<file path="src/rtl/rtc_bus_pkg.sv">
// rtc_bus_pkg: FSM states, default phase timing and RTC register map shared by the RTC bus access block.
package rtc_bus_pkg;
  typedef enum logic [3:0] {
    S_IDLE, S_ADDR_SETUP, S_ADDR_STROBE, S_ADDR_HOLD,
    S_DATA_SETUP, S_DATA_STROBE, S_DATA_HOLD, S_DONE, S_GAP
  } state_t;
  localparam int unsigned DEF_SETUP  = 2;
  localparam int unsigned DEF_STROBE = 4;
  localparam int unsigned DEF_HOLD   = 2;
  localparam int unsigned DEF_GAP    = 4;
  localparam logic [7:0] RTC_CMD_READ_XFER  = 8'hF0;
  localparam logic [7:0] RTC_CMD_RAM_TO_CLK = 8'hF1;
  localparam logic [7:0] RTC_CMD_TIMER_XFER = 8'hF2;
  localparam logic [7:0] RTC_SECONDS  = 8'h21;
  localparam logic [7:0] RTC_MINUTES  = 8'h22;
  localparam logic [7:0] RTC_HOURS    = 8'h23;
  localparam logic [7:0] RTC_DAY      = 8'h24;
  localparam logic [7:0] RTC_MONTH    = 8'h25;
  localparam logic [7:0] RTC_YEAR     = 8'h26;
  localparam logic [7:0] RTC_WEEKDAY  = 8'h27;
  localparam logic [7:0] RTC_TMR_SEC  = 8'h41;
  localparam logic [7:0] RTC_TMR_MIN  = 8'h42;
  localparam logic [7:0] RTC_TMR_HOUR = 8'h43;
endpackage

</file>
<file path="src/rtl/rtc_bus_phase_timer.sv">
// rtc_bus_phase_timer: 8-bit loadable down-counter; o_zero flags the last cycle of a phase.
module rtc_bus_phase_timer (
  input  logic       clk,
  input  logic       reset,
  input  logic       i_load,
  input  logic [7:0] i_val,
  output logic       o_zero
);
  logic [7:0] r_cnt;
  always_ff @(posedge clk) begin
    if (reset) r_cnt <= 8'd0;
    else if (i_load) r_cnt <= i_val;
    else if (r_cnt != 8'd0) r_cnt <= r_cnt - 8'd1;
  end
  assign o_zero = (r_cnt == 8'd0);
endmodule

</file>
<file path="src/rtl/rtc_bus_access.sv">
// rtc_bus_access: executes one multiplexed address/data RTC bus access per sequencer request.
// Optional transaction counter output enabled by RTC_BUS_ACCESS_TXN_COUNT_EN.
module rtc_bus_access
  import rtc_bus_pkg::*;
#(
  parameter int unsigned P_SETUP  = DEF_SETUP,
  parameter int unsigned P_STROBE = DEF_STROBE,
  parameter int unsigned P_HOLD   = DEF_HOLD,
  parameter int unsigned P_GAP    = DEF_GAP
) (
  input  logic       clk,
  input  logic       reset,
  input  logic       in_en_funcion_rtc,
  input  logic       in_funcion_w_r,
  input  logic [7:0] in_addr_ram_rtc,
  input  logic [7:0] in_dato,
  input  logic [7:0] in_ad_bus,
  output logic [7:0] out_ad_bus,
  output logic       out_ad_oe,
  output logic       out_cs_n,
  output logic       out_ad_n,
  output logic       out_rd_n,
  output logic       out_wr_n,
  output logic       out_flag_done,
  output logic [7:0] out_dato_leido,
`ifdef RTC_BUS_ACCESS_TXN_COUNT_EN
  output logic [15:0] out_txn_count,
`endif
  output logic       out_ocupado
);
  state_t     r_state, w_next;
  logic       r_wr;
  logic [7:0] r_addr, r_dato, w_len;
  logic       w_zero, w_addr_ph, w_data_ph, w_strobe, w_rd_n, w_wr_n;
  always_ff @(posedge clk) begin
    if (reset) r_state <= S_IDLE;
    else r_state <= w_next;
  end
  always_comb begin
    w_next = r_state;
    case (r_state)
      S_IDLE:  w_next = in_en_funcion_rtc ? S_ADDR_SETUP : S_IDLE;
      S_GAP:   w_next = w_zero ? S_IDLE : S_GAP;
      default: w_next = w_zero ? state_t'(r_state + 4'd1) : r_state;
    endcase
    w_len = (w_next inside {S_ADDR_SETUP, S_DATA_SETUP})   ? 8'(P_SETUP)  :
            (w_next inside {S_ADDR_STROBE, S_DATA_STROBE}) ? 8'(P_STROBE) :
            (w_next inside {S_ADDR_HOLD, S_DATA_HOLD})     ? 8'(P_HOLD)   :
            (w_next == S_GAP)                              ? 8'(P_GAP)    : 8'd1;
  end
  rtc_bus_phase_timer u_timer (
    .clk    (clk),
    .reset  (reset),
    .i_load (w_next != r_state),
    .i_val  (w_len - 8'd1),
    .o_zero (w_zero)
  );
  assign w_addr_ph = r_state inside {S_ADDR_SETUP, S_ADDR_STROBE, S_ADDR_HOLD};
  assign w_data_ph = r_state inside {S_DATA_SETUP, S_DATA_STROBE, S_DATA_HOLD};
  assign w_strobe  = r_state inside {S_ADDR_STROBE, S_DATA_STROBE};
  assign w_rd_n    = !(r_state == S_DATA_STROBE && !r_wr);
  assign w_wr_n    = !(r_state == S_ADDR_STROBE || (r_state == S_DATA_STROBE && r_wr));
  // Outputs are decoded from the current state and registered, so they trail the state by one edge.
  always_ff @(posedge clk) begin
    if (reset) begin
      r_wr           <= 1'b0;
      r_addr         <= 8'h00;
      r_dato         <= 8'h00;
      out_ad_bus     <= 8'h00;
      out_ad_oe      <= 1'b0;
      out_cs_n       <= 1'b1;
      out_ad_n       <= 1'b1;
      out_rd_n       <= 1'b1;
      out_wr_n       <= 1'b1;
      out_flag_done  <= 1'b0;
      out_ocupado    <= 1'b0;
      out_dato_leido <= 8'h00;
    end else begin
      if (r_state == S_IDLE && in_en_funcion_rtc) begin
        r_wr   <= in_funcion_w_r;
        r_addr <= in_addr_ram_rtc;
        r_dato <= in_dato;
      end
      out_ad_bus    <= w_addr_ph ? r_addr : (w_data_ph && r_wr) ? r_dato : 8'h00;
      out_ad_oe     <= w_addr_ph || (w_data_ph && r_wr);
      out_cs_n      <= !w_strobe;
      out_ad_n      <= !w_addr_ph;
      out_rd_n      <= w_rd_n;
      out_wr_n      <= w_wr_n;
      out_flag_done <= (r_state == S_DONE);
      out_ocupado   <= (r_state != S_IDLE);
      // Capture on the edge where the visible read strobe rises.
      if (!out_rd_n && w_rd_n) out_dato_leido <= in_ad_bus;
    end
  end
`ifdef RTC_BUS_ACCESS_TXN_COUNT_EN
  always_ff @(posedge clk) begin
    if (reset) out_txn_count <= 16'h0000;
    else if (r_state == S_DONE) out_txn_count <= out_txn_count + 16'h0001;
  end
`endif
endmodule
</file>
<file path="config.mk">
export PLATFORM = sky130hd
export DESIGN_NAME = rtc_bus_access
export DESIGN_NICKNAME = d
export VERILOG_FILES = /design/src/rtl/rtc_bus_pkg.sv /design/src/rtl/rtc_bus_phase_timer.sv /design/src/rtl/rtc_bus_access.sv
export SDC_FILE = /design/constraint.sdc
export NUM_CORES = 1
export LEC_CHECK = 0
export CAP_MARGIN = 20
export CORE_MARGIN = 8
export CORE_UTILIZATION = 52
export DETAILED_ROUTE_END_ITERATION = 12
export PLACE_DENSITY = 0.82
export SETUP_SLACK_MARGIN = 0.1
export SLEW_MARGIN = 10
export SYNTH_ARGS = -nofsm -noshare
export SYNTH_HDL_FRONTEND = slang
export SYNTH_SLANG_ARGS = --single-unit
</file>
<file path="constraint.sdc">
create_clock -name clk -period 4.65 [get_ports clk]
set_input_delay 0.93 -clock clk [delete_from_list [all_inputs] [get_ports clk]]
set_output_delay 0.93 -clock clk [all_outputs]
set_load 0.02 [all_outputs]
</file>
Word-level counts from Yosys, hierarchy flattened
Index checks and enable logic that the tools add are counted.
{"block": "word_totals", "word_cells": 69, "reg_bits": 52, "in_bits": 28}
{"block": "op_classes", "addsub": 3, "n_eq_ne": 16, "n_mux": 12, "reduce_logical": 24}
{"op": "8-bit two-way mux", "n": 4}
{"op": "4-bit by 3-bit == test with 1-bit output, second input constant", "n": 7}
{"op": "4-bit by 2-bit == test with 1-bit output, second input constant", "n": 4}
{"op": "3-bit two-way mux", "n": 4}
{"op": "2-bit nonzero test", "n": 5}
{"op": "4-bit by 1-bit == test with 1-bit output, second input constant", "n": 2}
{"op": "4-bit == test, second input constant", "n": 2}
{"op": "8-bit zero test", "n": 1}
{"op": "4-bit two-way mux", "n": 2}
{"op": "4-bit case mux with 2 select lines", "n": 1}
{"op": "8-bit nonzero test", "n": 1}
{"op": "8-bit by 1-bit subtractor with 8-bit output, second input constant", "n": 1}
{"op": "1-bit zero test", "n": 6}
{"op": "3-bit nonzero test", "n": 2}
{"op": "1-bit logical AND", "n": 5}
{"op": "4-bit by 1-bit adder with 4-bit output, second input constant", "n": 1}
{"op": "4-bit zero test", "n": 1}
{"op": "4-bit inequality test", "n": 1}
{"op": "4-bit nonzero test", "n": 1}
{"op": "3-bit by 1-bit subtractor with 4-bit output, second input constant", "n": 1}
{"op": "1-bit logical OR", "n": 2}
{"op": "1-bit two-way mux", "n": 1}

Depth between registers and ports, before layout
Gate-level depths: netlist of run 1.
{"block": "depth", "depth_word": 10, "depth_mapped": 12}

By module
Synthesis of run 1 repeated with hierarchy kept, for this count alone.
{"block": "unflattened", "cells_unflattened": 246, "area_unflattened_um2": 2227.1}
{"mod": "rtc_bus_access", "instances": 1, "seq_area_each_um2": 880.8, "cells_each": 193, "area_each_um2": 1751.7}
{"mod": "rtc_bus_phase_timer", "instances": 1, "seq_area_each_um2": 160.2, "cells_each": 53, "area_each_um2": 475.5}

Worst setup path after synthesis of run 1
OpenSTA, ideal clock, no wires.
{"block": "synth_timing", "kind": "input to register", "start": "input port in_en_funcion_rtc", "end": "register u_timer.r_cnt[2]", "required_ps": 4521, "setup_time_ps": 129, "setup_slack_ps": 2136, "arrival_time_ps": 2385, "stages": 8, "cell_sequence": "nor2b_1 > nand2_1 > o211ai_1 > a21oi_1 > o211a_1 > ha_1 > nor3_1 > o32ai_2"}
{"block": "synth_between", "elab_chain_len": 9}
{"item": "start: declaration", "line": "rtc_bus_access.sv:13", "rtl": "input logic in_en_funcion_rtc,"}
{"item": "1-bit two-way mux (*)", "line": "rtc_bus_access.sv:42", "rtl": "S_IDLE: w_next = in_en_funcion_rtc ? S_ADDR_SETUP : S_IDLE;"}
{"item": "4-bit case mux with 2 select lines (*)", "line": "rtc_bus_access.sv:41", "rtl": "case (r_state)"}
{"item": "4-bit == test (tied with other cells)", "line": "rtc_bus_access.sv:49", "rtl": "(w_next == S_GAP) ? 8'(P_GAP) : 8'd1;"}
{"item": "3-bit two-way mux / 2-bit nonzero test (equally long branches)", "line": "rtc_bus_access.sv:49, rtc_bus_access.sv:48"}
{"item": "3-bit two-way mux", "line": "rtc_bus_access.sv:48", "rtl": "(w_next inside {S_ADDR_HOLD, S_DATA_HOLD}) ? 8'(P_HOLD) :"}
{"item": "3-bit two-way mux", "line": "rtc_bus_access.sv:47", "rtl": "(w_next inside {S_ADDR_STROBE, S_DATA_STROBE}) ? 8'(P_STROBE) :"}
{"item": "3-bit two-way mux", "line": "rtc_bus_access.sv:46", "rtl": "w_len = (w_next inside {S_ADDR_SETUP, S_DATA_SETUP}) ? 8'(P_SETUP) :"}
{"item": "3-bit by 1-bit subtractor with 4-bit output", "line": "rtc_bus_access.sv:55", "rtl": ".i_val (w_len - 8'd1),"}
{"item": "8-bit two-way mux", "line": "rtc_bus_phase_timer.sv:12", "rtl": "else if (i_load) r_cnt <= i_val;"}
{"item": "end signal: assignment", "line": "rtc_bus_phase_timer.sv:12"}
{"item": "end signal: assignment", "line": "rtc_bus_phase_timer.sv:13", "rtl": "else if (r_cnt != 8'd0) r_cnt <= r_cnt - 8'd1;"}
{"item": "end: declaration", "line": "rtc_bus_phase_timer.sv:9", "rtl": "logic [7:0] r_cnt;"}
Mark *: on every way between the ends. The rest lies on a longest branch, timed or not.
A chain may end at the register's enable or synchronous reset.

Final worst setup path of run 1
{"block": "layout_timing", "start": "input port in_en_funcion_rtc", "end": "register u_timer.r_cnt[1]"}
Same word-level chain as after synthesis.

==> results of run 1 <==
==> critical path: stages <==
cell and delay [ns]:
clkdlybuf4s50_1 0.46, nor2b_1 0.28, nand2_1 0.43, o211ai_1 0.32, a21oi_1 0.14, o211a_1 0.23
ha_1 0.26, a21oi_1 0.12, a21oi_1 0.05, a21oi_1 0.16
==> worst paths after layout <==
kind | start | to | slack, ns | cells past startpoint
setup / recovery | in_en_funcion_rtc | u_timer.r_cnt[1] | 1.48 | 10
setup reg to reg | r_state[0] | u_timer.r_cnt[1] | 1.66 | 11
hold reg to reg | r_addr[1] | r_addr[1] | 0.46 | 2
hold / removal | r_addr[1] | r_addr[1] | 0.46 | 2
==> sequential cells by signal, summed over array words and instances (netlist names), 4 cells and up <==
register and cells:
r_dato 8, r_addr 8, u_timer.r_cnt 8, out_dato_leido 8
out_ad_bus 8, r_state 4
==> report_power, final <==
| group | switching, mW | internal [mW] |
|---|---|---|
| clock network | 0.140 | 0.121 |
| registers | 0.0508 | 0.493 |
| logic | 0.300 | 0.231 |
| total | 0.491 | 0.845 |
==> final cells by class <==
class | instances | share of cell area
Clock buffer | 7 | 0.0294
Timing Repair Buffer | 51 | 0.173
Tap cell | 52 | 0.0222
Multi-Input combinational cell | 189 | 0.410
Inverter | 6 | 0.00768
Sequential cell | 52 | 0.355
Clock inverter | 1 | 0.00256
==> logic make-up after synthesis <==
kind of cell,synth area share
and+or+nand+nor,0.242
AOI/OAI and AO/OA,0.179
DFF,0.449
buffers and inverters,0.0324
xor gates and xnor gates,0.0302
muxes,0.0346
adders and majority gates,0.0324
==> routing by layer <==
| metal | share of wire | global-route usage |
|---|---|---|
| met1 | 0.43 | 0.197 |
| met2 | 0.49 | 0.269 |
| met3 | 0.072 | 0.0422 |
| met4 | 0.0069 | 0.0586 |
| met5 | 0 | 0 |
==> cells in the final DEF (no fill, tap or decap), types with 4 or more instances in the layout <==
master	instances
nand3_1	6
inv_1	6
clkbuf_8	6
a22o_1	9
a21oi_1	24
ha_1	6
mux2i_1	8
xnor2_1	6
nor2_1	26
nand2_1	47
clkdlybuf4s50_1	50
dfxtp_1	52
o211ai_1	4
==> per-stage QoR <==
step	cells	setup WS, ns	area (um^2)
2_1_floorplan	259	2.14	2320
3_3_place_gp	350	1.25	2840
3_5_place_dp	350	1.18	2840
4_1_cts	358	1.49	2930
5_1_grt	358	1.24	2930
6_report	358	1.48	2930
==> metrics.txt, run 1 <==
Die Area roughly 7000 um^2; hold slack 0.462 ns; num ports 51; period utilization 0.681; n_diodes 0; RSZ-0062 raised after global routing no; top cell type's share of synthesized area 0.449; post-route ant nets 0; Seq cells post-synth 52; Die Wd a little over 80 um; final setup fails 0; root buffer cell clkbuf_8; Worst Path Class, Setup in2reg; antenna violations before repair 0; Pleak 1.09 nW; Post-synth top cells dfxtp_1, nand2_1, nor2_1, a21oi_1, clkbuf_1; core area 4320 um^2; Worst Skew 0.00665 ns; outcome completed; Peak VDD IR 334 uV; largest cells by area after synthesis dfxtp_1, nand2_1, a21oi_1, nor2_1, mux2i_1; max_slew headroom 0.360; final core utilization 0.678; ys flop type dfxtp_1; Yosys top cell by area dfxtp_1; Area Overhead vs Synth 26.5%; P per Cell Area 456 nW/um^2; drc violations 0; WL final 5340 um; DR WL/cell 14.9 um; grt ovf 0; FF/Latch Area 1040 um^2; H-tree depth 2; gr usage total 0.162; CP startpoint kind input pin; Slew Viols, Final 0; Via density between 5 and 6; Fmax 316 MHz; TritonCTS clock tree built; IO Port Bufs 50; layout cells sized above 1 0.0654; fillers approximately 360; CTS-repair resized insts 0; CP max FO 19; Final Critical Period ~3.2 ns; Hold Vio Cnt, Final 0; row cnt 24; endpoint class of the critical path flop; Clock transition at path regs ~0.090 ns; die height 82.8 um; initial core utilization 0.536; DR vias 2000; data required time of the worst path between 4 and 5 ns; Mapped Cells 259; Sink Count 52; average cell area after synthesis 8.95 um^2; type of the tightest min-delay check reg2reg; count leader, synth dfxtp_1; setup_tns 0 ns; 1st-iter DRT viols between 90 and 100; YS warnings 0; distinct cell type count after synthesis 50; Setup Buffers After CTS 0; Least-Margin Pin Slew 0.956 ns; GPL Wtd Cong 0.860; Clock Latency Late Sink ~0.30 ns; ys async rst share 0; worst path arrival time 3.40 ns; Multi-input gate area 1200 um^2; TritonCTS buffer count 5; Clock Path Buffers 2; DP HPWL 3880 um; Synth Net Count 293; first-pass GRT wire length 8790 um; sequential-to-total area share from yosys stat 0.449; Detailed Routing Iterations Pass 1 4; vias in the first global route 1870; final net count 339; Total Power 1.34 mW; number of enable flip-flop cells after synthesis 0; Post-CTS Hold Buffers 0; largest net degree at the start of global routing 36; Cell Area, Synth 2320 um^2; maxcap violations 0
(Power assumes the default switching activity.)
==> run 2: changes to the inputs <==
--- a/config.mk
+++ b/config.mk
@@ -7,9 +7,9 @@
 export LEC_CHECK = 0
 export CAP_MARGIN = 20
 export CORE_MARGIN = 8
-export CORE_UTILIZATION = 52
+export CORE_UTILIZATION = 50
 export DETAILED_ROUTE_END_ITERATION = 12
-export PLACE_DENSITY = 0.82
+export PLACE_DENSITY = 0.79
 export SETUP_SLACK_MARGIN = 0.1
 export SLEW_MARGIN = 10
 export SYNTH_ARGS = -nofsm -noshare
==> constraint.sdc (replaced) <==
create_clock -name clk -period 3.01 [get_ports clk]
set_input_delay 0.602 -clock clk [delete_from_list [all_inputs] [get_ports clk]]
set_output_delay 0.602 -clock clk [all_outputs]
set_load 0.02 [all_outputs]
==> run 2 against run 1 <==
Net effect: sequential power is 54% higher; clock power up 57%; global-route usage fell by 0.74 points; register-to-register slack got worse by 1.4 ns; routed wire length rose by 1.1%.
==> metrics.txt, run 2 (synthesis gave the netlist of run 1 again) <==
maxcap violations 0 (unchanged); Detailed Routing Iterations Pass 1 4 (unchanged); P per Cell Area 706 nW/um^2 (was 456 nW/um^2); Setup Buffers After CTS 0 (unchanged); Peak VDD IR 702 uV (was 334 uV); grt ovf 0 (unchanged); TritonCTS buffer count 5 (unchanged); outcome completed (unchanged); WL final 5400 um (was 5340 um); endpoint class of the critical path flop (unchanged); vias in the first global route 1948 (was 1870); DR WL/cell 14.9 um (about the same); n_diodes 0 (unchanged); GPL Wtd Cong 0.871 (was 0.860); Int Power 1.30 mW (was 845 uW); layout cells sized above 1 0.0839 (was 0.0654); Total Power 2.09 mW (was 1.34 mW); Multi-input gate area 1200 um^2 (unchanged); commonest cells after routing, fill and taps aside dfxtp_1, clkdlybuf4s50_1, nand2_1, nor2_1, a21oi_1 (unchanged); IO Port Bufs 50 (unchanged); Worst Path Class, Setup reg2reg (was in2reg); P_sw 793 uW (was 491 uW); core area 4410 um^2 (was 4320 um^2); Die Wd 84.1 um (was 82.8 um); period utilization 0.901; Fmax roughly 370 MHz; largest net degree at the start of global routing 35 (was 36); DR vias 2025 (was 2000); Least-Margin Pin Slew 0.617 ns (was 0.956 ns); row cnt 24 (unchanged); RSZ-0062 raised after global routing no (unchanged); DP HPWL 3930 um (was 3880 um); Clock Path Buffers 2 (unchanged); fillers 395 (was 355); Hold Vio Cnt, Final 0 (unchanged); final net count 343 (was 339); clock share of power 0.196 (was 0.195); worst path arrival time 2.92 ns (was 3.40 ns); Reg power frac 0.402 (was 0.407); Area Overhead vs Synth 27.7% (was 26.5%); post-placement cell count 354 (was 350); first-pass GRT wire length 9190 um (was 8790 um); Worst Skew 0.0102 ns (was 0.00665 ns); Slew Viols, Final 0 (unchanged); Die Area 7070 um^2 (was 6850 um^2); hold slack 0.463 ns (was 0.462 ns); Switching Share 0.380 (was 0.367); antenna violations before repair 0 (unchanged); Clock transition at path regs 0.10 ns (was 0.09 ns); num ports 51 (unchanged); Clock Latency Late Sink 0.32 ns (was 0.30 ns); gr usage total 0.155 (was 0.162); root buffer cell clkbuf_8 (unchanged); setup_tns 0 ns (unchanged); Non-Filler Instances 362 (was 358); drc violations 0 (unchanged); most common cell after layout, fill and taps aside dfxtp_1 (unchanged); Comb pwr share 0.402 (was 0.398); die height 84.1 um (was 82.8 um); final setup fails 0 (unchanged); CP startpoint kind flop (was input pin); Sink Count 52 (unchanged); initial core utilization 0.525 (was 0.536); TritonCTS clock tree built (unchanged); H-tree depth 2 (unchanged); data required time of the worst path 3.22 ns (was 4.89 ns); Final Critical Period 2.71 ns; CP max FO 13 (was 19); max_slew headroom 0.587 (was 0.360); FF/Latch Area 1040 um^2 (about the same); post-route ant nets 0 (unchanged); type of the tightest min-delay check reg2reg (unchanged); Via density 5.59 (about the same); 1st-iter DRT viols 92 (was 93); Pleak 1.11 nW (was 1.09 nW)
-- run 2: cell count changes in the layout (fill, tap and decap cells not counted), sizes merged --
cell,previous run,this run
buf,1,5
clkbuf,7,5
clkinv,0,1
inv,6,7
-- run 2: timing repair --
item | CTS | global route
endpoints found under the setup margin | 0 | 1
resized for setup | 0 | 1
hold buffers | 0 | 0
-- run 2: power groups by stage --
stage	sequential, mW	combinational [mW]	clock, mW
after global routing	0.851	0.941	0.452
after floorplan	0.851	0.672	0
final	0.839	0.839	0.410
after global placement	0.851	0.823	0
after detailed placement	0.855	0.834	0
after CTS	0.839	0.840	0.418
-- run 2: area by class of cell --
cell class / count / share of cell area
multi-input cells: 189 / 0.406
flip-flops and latches: 52 / 0.352
repair buffers: 55 / 0.182
clock buffers: 5 / 0.0233
well taps: 52 / 0.0220
inverters: 6 / 0.00761
clock inverters: 3 / 0.00719
-- run 2: metal layers --
metal  track usage  up-vias  part of all wire
met4        0.0675        0             0.011
met2         0.256       53              0.49
met1         0.179      962              0.44
met5             0        -                 0
met3        0.0439        7             0.062
li1              -     1003                 -
-- run 2: metrics by stage --
step / setup WS [ns] / instance area (um^2) / util
finish: 0.298 / 2960 / 0.670
global route: 0.105 / 2960 / 0.670
CTS: 0.287 / 2960 / 0.670
detailed placement: 0.236 / 2870 / 0.650
global placement: 0.333 / 2870 / 0.650
floorplan: 0.550 / 2320 / -
-- run 2: critical path, cell delays in order (launching register included) --
cell and delay, ns:
dfxtp_1 0.35, inv_1 0.07, ha_1 0.24, or3b_2 0.55, nor2_8 0.23, a22o_1 0.28, a21oi_1 0.08, o211a_1 0.23
ha_1 0.19, nor3_1 0.25, o32ai_2 0.12
-- run 2: final timing paths --
check             cells past startpoint  slack [ns]             start          endpoint
hold reg to reg                       2        0.46         r_dato[6]         r_dato[6]
setup / recovery                     10        0.30  u_timer.r_cnt[1]  u_timer.r_cnt[2]
setup reg to reg                     10        0.30  u_timer.r_cnt[1]  u_timer.r_cnt[2]
hold / removal                        2        0.46         r_dato[6]         r_dato[6]
